File: src/rtl/seg7_scan_if.sv
// Register bus between the CPU store/load path and the 7-segment scan controller.
interface seg7_scan_if;
  logic        wr_en;
  logic [1:0]  wr_addr;
  logic [15:0] wr_data;
  logic        rd_en;
  logic [1:0]  rd_addr;
  logic [15:0] rd_data;

  modport master (output wr_en, wr_addr, wr_data, rd_en, rd_addr, input rd_data);
  modport slave  (input wr_en, wr_addr, wr_data, rd_en, rd_addr, output rd_data);
endinterface

File: src/rtl/seg7_scan_ctrl.sv
// 4-digit 7-segment scan controller: shadowed value/ctrl registers committed at frame
// boundaries, per-slot anti-ghost blanking, registered active-low an/bcd outputs.
module seg7_lane (
  input  logic [3:0] nib,
  input  logic       dp,
  output logic [7:0] seg
);
  logic [6:0] glyph;

  always_comb begin
    glyph = 7'h7F;
    unique case (nib)
      4'h0: glyph = 7'h40;
      4'h1: glyph = 7'h79;
      4'h2: glyph = 7'h24;
      4'h3: glyph = 7'h30;
      4'h4: glyph = 7'h19;
      4'h5: glyph = 7'h12;
      4'h6: glyph = 7'h02;
      4'h7: glyph = 7'h78;
      4'h8: glyph = 7'h00;
      4'h9: glyph = 7'h10;
      4'hA: glyph = 7'h08;
      4'hB: glyph = 7'h03;
      4'hC: glyph = 7'h46;
      4'hD: glyph = 7'h21;
      4'hE: glyph = 7'h06;
      4'hF: glyph = 7'h0E;
    endcase
  end

  assign seg = {~dp, glyph};
endmodule

module seg7_scan_ctrl #(
  parameter int SCAN_DIV = 100000,
  parameter int BLANK    = 16,
  parameter int CNT_W    = 17
) (
  input  logic         clk,
  input  logic         reset,
  seg7_scan_if.slave   bus,
  output logic [3:0]   an,
  output logic [7:0]   bcd,
  output logic         frame_tick
);
  localparam int NUM_LANES = 4;
  localparam int VEC_W     = 4;

  logic [CNT_W-1:0] cnt;
  logic [1:0]       idx;
  logic [15:0]      val_p, val_c;
  logic [7:0]       ctl_p, ctl_c;
  logic             slot_end, wrap, blank;
  logic [15:0]      rd_mux;
  logic [NUM_LANES-1:0][7:0] lane_seg;

  // Glyphs are always built from the committed copies so a frame is self-consistent.
  for (genvar g = 0; g < NUM_LANES; g++) begin : g_lane
    seg7_lane u_lane (
      .nib (val_c[g*VEC_W +: VEC_W]),
      .dp  (ctl_c[NUM_LANES+g]),
      .seg (lane_seg[g])
    );
  end

  assign slot_end = (cnt == CNT_W'(SCAN_DIV - 1));
  assign wrap     = slot_end && (idx == 2'd3);

  always_comb begin
    blank = (cnt < CNT_W'(BLANK)) || !ctl_c[idx];
    rd_mux = 16'h0000;
    unique case (bus.rd_addr)
      2'd0: rd_mux = val_p;
      2'd1: rd_mux = {8'h00, ctl_p};
      2'd2: rd_mux = {14'b0, idx};
      2'd3: rd_mux = 16'h0000;
    endcase
  end

  always_ff @(posedge clk) begin
    if (reset) begin
      cnt         <= '0;
      idx         <= 2'd0;
      val_p       <= 16'h0000;
      val_c       <= 16'h0000;
      ctl_p       <= 8'h0F;
      ctl_c       <= 8'h0F;
      an          <= 4'b1111;
      bcd         <= 8'hFF;
      frame_tick  <= 1'b0;
      bus.rd_data <= 16'h0000;
    end else begin
      cnt        <= slot_end ? '0 : cnt + CNT_W'(1);
      if (slot_end) idx <= idx + 2'd1;
      frame_tick <= wrap;
      // Commit samples the pending registers before any same-cycle write lands.
      if (wrap) begin
        val_c <= val_p;
        ctl_c <= ctl_p;
      end
      if (bus.wr_en) begin
        if (bus.wr_addr == 2'd0) val_p <= bus.wr_data;
        if (bus.wr_addr == 2'd1) ctl_p <= bus.wr_data[7:0];
      end
      if (bus.rd_en) bus.rd_data <= rd_mux;
      an  <= blank ? 4'b1111 : ~(4'b0001 << idx);
      bcd <= blank ? 8'hFF   : lane_seg[idx];
    end
  end
endmodule

File: src/flat_wrapper.sv
// flat-port wrapper written by rule: the top's interface ports become plain ports
module seg7_scan_ctrl_flat 
#(
  parameter int SCAN_DIV = 100000,
  parameter int BLANK    = 16,
  parameter int CNT_W    = 17
)
  (clk, reset, an, bcd, frame_tick, bus_wr_en, bus_wr_addr, bus_wr_data, bus_rd_en, bus_rd_addr, bus_rd_data);
  seg7_scan_if bus_i ();
  input  logic clk;
  input  logic reset;
  output logic [3:0] an;
  output logic [7:0] bcd;
  output logic frame_tick;
  input wire logic [$bits(bus_i.wr_en)-1:0] bus_wr_en;
  input wire logic [$bits(bus_i.wr_addr)-1:0] bus_wr_addr;
  input wire logic [$bits(bus_i.wr_data)-1:0] bus_wr_data;
  input wire logic [$bits(bus_i.rd_en)-1:0] bus_rd_en;
  input wire logic [$bits(bus_i.rd_addr)-1:0] bus_rd_addr;
  output wire logic [$bits(bus_i.rd_data)-1:0] bus_rd_data;
  assign bus_i.wr_en = bus_wr_en;
  assign bus_i.wr_addr = bus_wr_addr;
  assign bus_i.wr_data = bus_wr_data;
  assign bus_i.rd_en = bus_rd_en;
  assign bus_i.rd_addr = bus_rd_addr;
  assign bus_rd_data = bus_i.rd_data;
  seg7_scan_ctrl #(.SCAN_DIV(SCAN_DIV), .BLANK(BLANK), .CNT_W(CNT_W)) u_core (.clk(clk), .reset(reset), .bus(bus_i), .an(an), .bcd(bcd), .frame_tick(frame_tick));
endmodule
File: config.mk
export PLATFORM = sky130hd
export DESIGN_NAME = seg7_scan_ctrl_flat
export DESIGN_NICKNAME = d
export VERILOG_FILES = /design/src/rtl/seg7_scan_if.sv /design/src/rtl/seg7_scan_ctrl.sv /design/src/flat_wrapper.sv
export SDC_FILE = /design/constraint.sdc
export NUM_CORES = 1
export LEC_CHECK = 0
export ABC_AREA = 0
export ABC_CLOCK_PERIOD_IN_PS = 3600
export BUFFER_PORTS_ARGS = -buffer_cell sky130_fd_sc_hd__buf_2
export CORE_MARGIN = 5
export CORE_UTILIZATION = 25
export DETAILED_ROUTE_END_ITERATION = 10
export HOLD_SLACK_MARGIN = 0.03
export PLACE_DENSITY = 0.52
export SYNTH_ARGS = -nofsm -noshare
export SYNTH_HDL_FRONTEND = slang
export SYNTH_SLANG_ARGS = --single-unit
export TNS_END_PERCENT = 10
File: constraint.sdc
create_clock -name clk -period 3.6 [get_ports clk]
set_clock_uncertainty 0.1 [all_clocks]
set_input_delay 0.36 -clock clk [delete_from_list [all_inputs] [get_ports clk]]
set_output_delay 0.36 -clock clk [all_outputs]
set_load 0.01 [all_outputs]
==> reports/metrics.csv <==
metric;value;unit
status;complete, no violations;
grt_overflow_total;0;
async_flop_share;0;%
synthFlopType;dfxtp_1;
ys_ff_latch;124;
ys_warn_count;0;
fin_crit_sh;91.6;%
fp.dieH;164;um
ys_seq_area_share;42.1;%
min_period;3.30;ns
syn2layout_area_growth;20.9;%
power_density;453;nW/um2
arrival;3.51;ns
cts.reportedPaths.clkPinSlew;0.06;ns
core;23300;um2
cts_resized;0;
die-area;26800;um2
grt_pass1_wl;24.1;mm
diodes;0;
leakage;0.00283;uW
yosysTopAreaCell;dfxtp_1;
initial_core_util;25.3;%
clock_sinks;124;
gp_congestion;0.834;
nets;755;
place_hpwl;10.6;mm
ys_types;58;
synth_edf_count;0;
grt_max_degree;36;
vias_per_cell;4.54;
drive_gt1_share;18.6;%
cap_violations;0;
syn_area;5900;um2
grt_pass1_vias;4495;
setup_slack;0.301;ns
syn_avg_cell_area;9.12;um2
cts_root_buffer;clkbuf_16;
crit_fanout;28;
hold_violations;0;
peakVddDrop;306;uV
clk_latency;0.42;ns
syn-instance-count;647;
synthTopCellsByCount;124 x dfxtp_1, 66 x nand2_1, 59 x a21oi_1, 55 x nor2_1, 32 x mux2i_1;
clock_path_buffers;2;
yosys.area.top_type_share;42.1;%
required;3.81;ns
fp-row-count;56;
post-place-cells;1002;
io_buffers;52;
critPathLaunchType;register;
wirelength;14.8;mm
finalMaxSlewViolations;0;
synth.top_cells.by_area;dfxtp_1 42%, ha_1 6.1%, mux2i_1 5.4%;
ios;53;
fmax;303;MHz
postCtsSetupBuffers;0;
timing.slew.headroom;22.2;%
hold_buffers;0;
synth.net_count;700;
antenna_found_initial;0;
grt_use_total;11.5;%
final-setup-viol-count;0;
setup_tns;0;ns
drt_iter0_drc;273;
tightest_slew;1.16;ns
h-tree-depth;4;
wire_per_inst;14.3;um
final_cells;1033;
ant_nets;0;
die_w;164;um
drc;0;
fillers;2448;
numCtsBuffers;17;
firstDrtPassIters;7;
worstSetupPathType;register to register;
hold_class;input pin to register;
vias;4690;
rsz0062_at_grt;false;
synth_most_common_cell;dfxtp_1;
place_ws;0.296;ns
cts_tree;built;
end_kind;register;
through the flow:
step | hold slack [ns] | power [uW] | util [%] | instance area, um2
6_report | 0.0752 | 3240 | 30.6 | 7140
5_1_grt | 0.0632 | 3350 | 30.6 | 7140
4_1_cts | 0.0564 | 3290 | 30.6 | 7140
3_5_place_dp | 0.345 | 1540 | 28.0 | 6540
3_3_place_gp | 0.339 | 1540 | 28.0 | 6540
2_1_floorplan | 0.326 | 1500 | - | 5900
metal layers:
metal	up-vias	global-route usage [%]	wire length [um]
li1	2367	-	-
met1	2206	15.8	7380
met2	102	17.2	6590
met3	15	3.13	644
met4	0	4.16	201
met5	-	0	0
critical path, stage by stage (launching register included):
cell     delay, ns
dfxtp_1       0.34
or4_4         0.56
or4_4         0.45
nor3_4        0.34
buf_4         0.39
mux2i_1       0.28
nor2_1        0.10
ha_1          0.26
inv_1         0.09
nand2_1       0.05
o221a_2       0.24
where the power goes:
part / internal (uW) / total (uW) / switching, uW
sequential: 1390 / 1410 / 17.0
clock: 1130 / 1730 / 596
combinational: 39.2 / 101 / 61.8
placed cells by master (no fill, tap or decap), types with 7 or more instances in the layout:
| master | instances |
|---|---|
| clkbuf_16 | 17 |
| inv_1 | 29 |
| xor2_1 | 10 |
| mux2i_1 | 32 |
| nand2_1 | 66 |
| clkinv_2 | 7 |
| mux4_2 | 9 |
| buf_4 | 15 |
| nor2b_1 | 18 |
| nor2_1 | 55 |
| nand4_1 | 10 |
| nor3_1 | 12 |
| a21o_1 | 7 |
| nor3b_1 | 9 |
| buf_2 | 52 |
| nand2b_1 | 25 |
| nand3_1 | 29 |
| a211o_1 | 9 |
| mux2_2 | 8 |
| ha_1 | 29 |
| a21oi_1 | 59 |
| dfxtp_1 | 124 |
cell type report:
class                           instances  area (um2)  area share [%]
Sequential cell                       124        2480            34.8
Timing Repair Buffer                   67         373            5.23
Tap cell                              319         399            5.59
Clock inverter                          8         115            1.61
Clock buffer                           23         478            6.70
Inverter                               32         123            1.72
Multi-Input combinational cell        460        3170            44.4
kinds of logic after synthesis:
logic type | Yosys count | share of synthesized area [%]
multiplexers | 50 | 10.6
AND/OR/NAND/NOR | 247 | 21.4
flip-flops | 124 | 42.1
buffers and inverters | 63 | 4.37
AO/OA/AOI/OAI | 119 | 13.2
adder cells (fa/ha/maj) | 29 | 6.15
XOR/XNOR | 15 | 2.23
final timing paths:
path / cells past startpoint / slack [ns] / start / endpoint
hold reg to reg: 2 / 0.35 / u_core.ctl_c[6] / u_core.ctl_c[6]
setup / recovery: 10 / 0.30 / u_core.cnt[12] / u_core.g_lane[1].u_lane.glyph[0]
hold / removal: 3 / 0.08 / bus_wr_data[11] / u_core.val_p[11]
setup reg to reg: 10 / 0.30 / u_core.cnt[12] / u_core.g_lane[1].u_lane.glyph[0]
sequential cells by signal, indices dropped and copies added (netlist names):
name and cells:
u_core.an 4, u_core.bcd 8, u_core.bus.rd_data 16, u_core.cnt 17
u_core.ctl_c 8, u_core.ctl_p 8, u_core.frame_tick 1, u_core.g_lane.u_lane.glyph 28
u_core.idx 2, u_core.val_c 16, u_core.val_p 16
(Power assumes the default switching activity.)
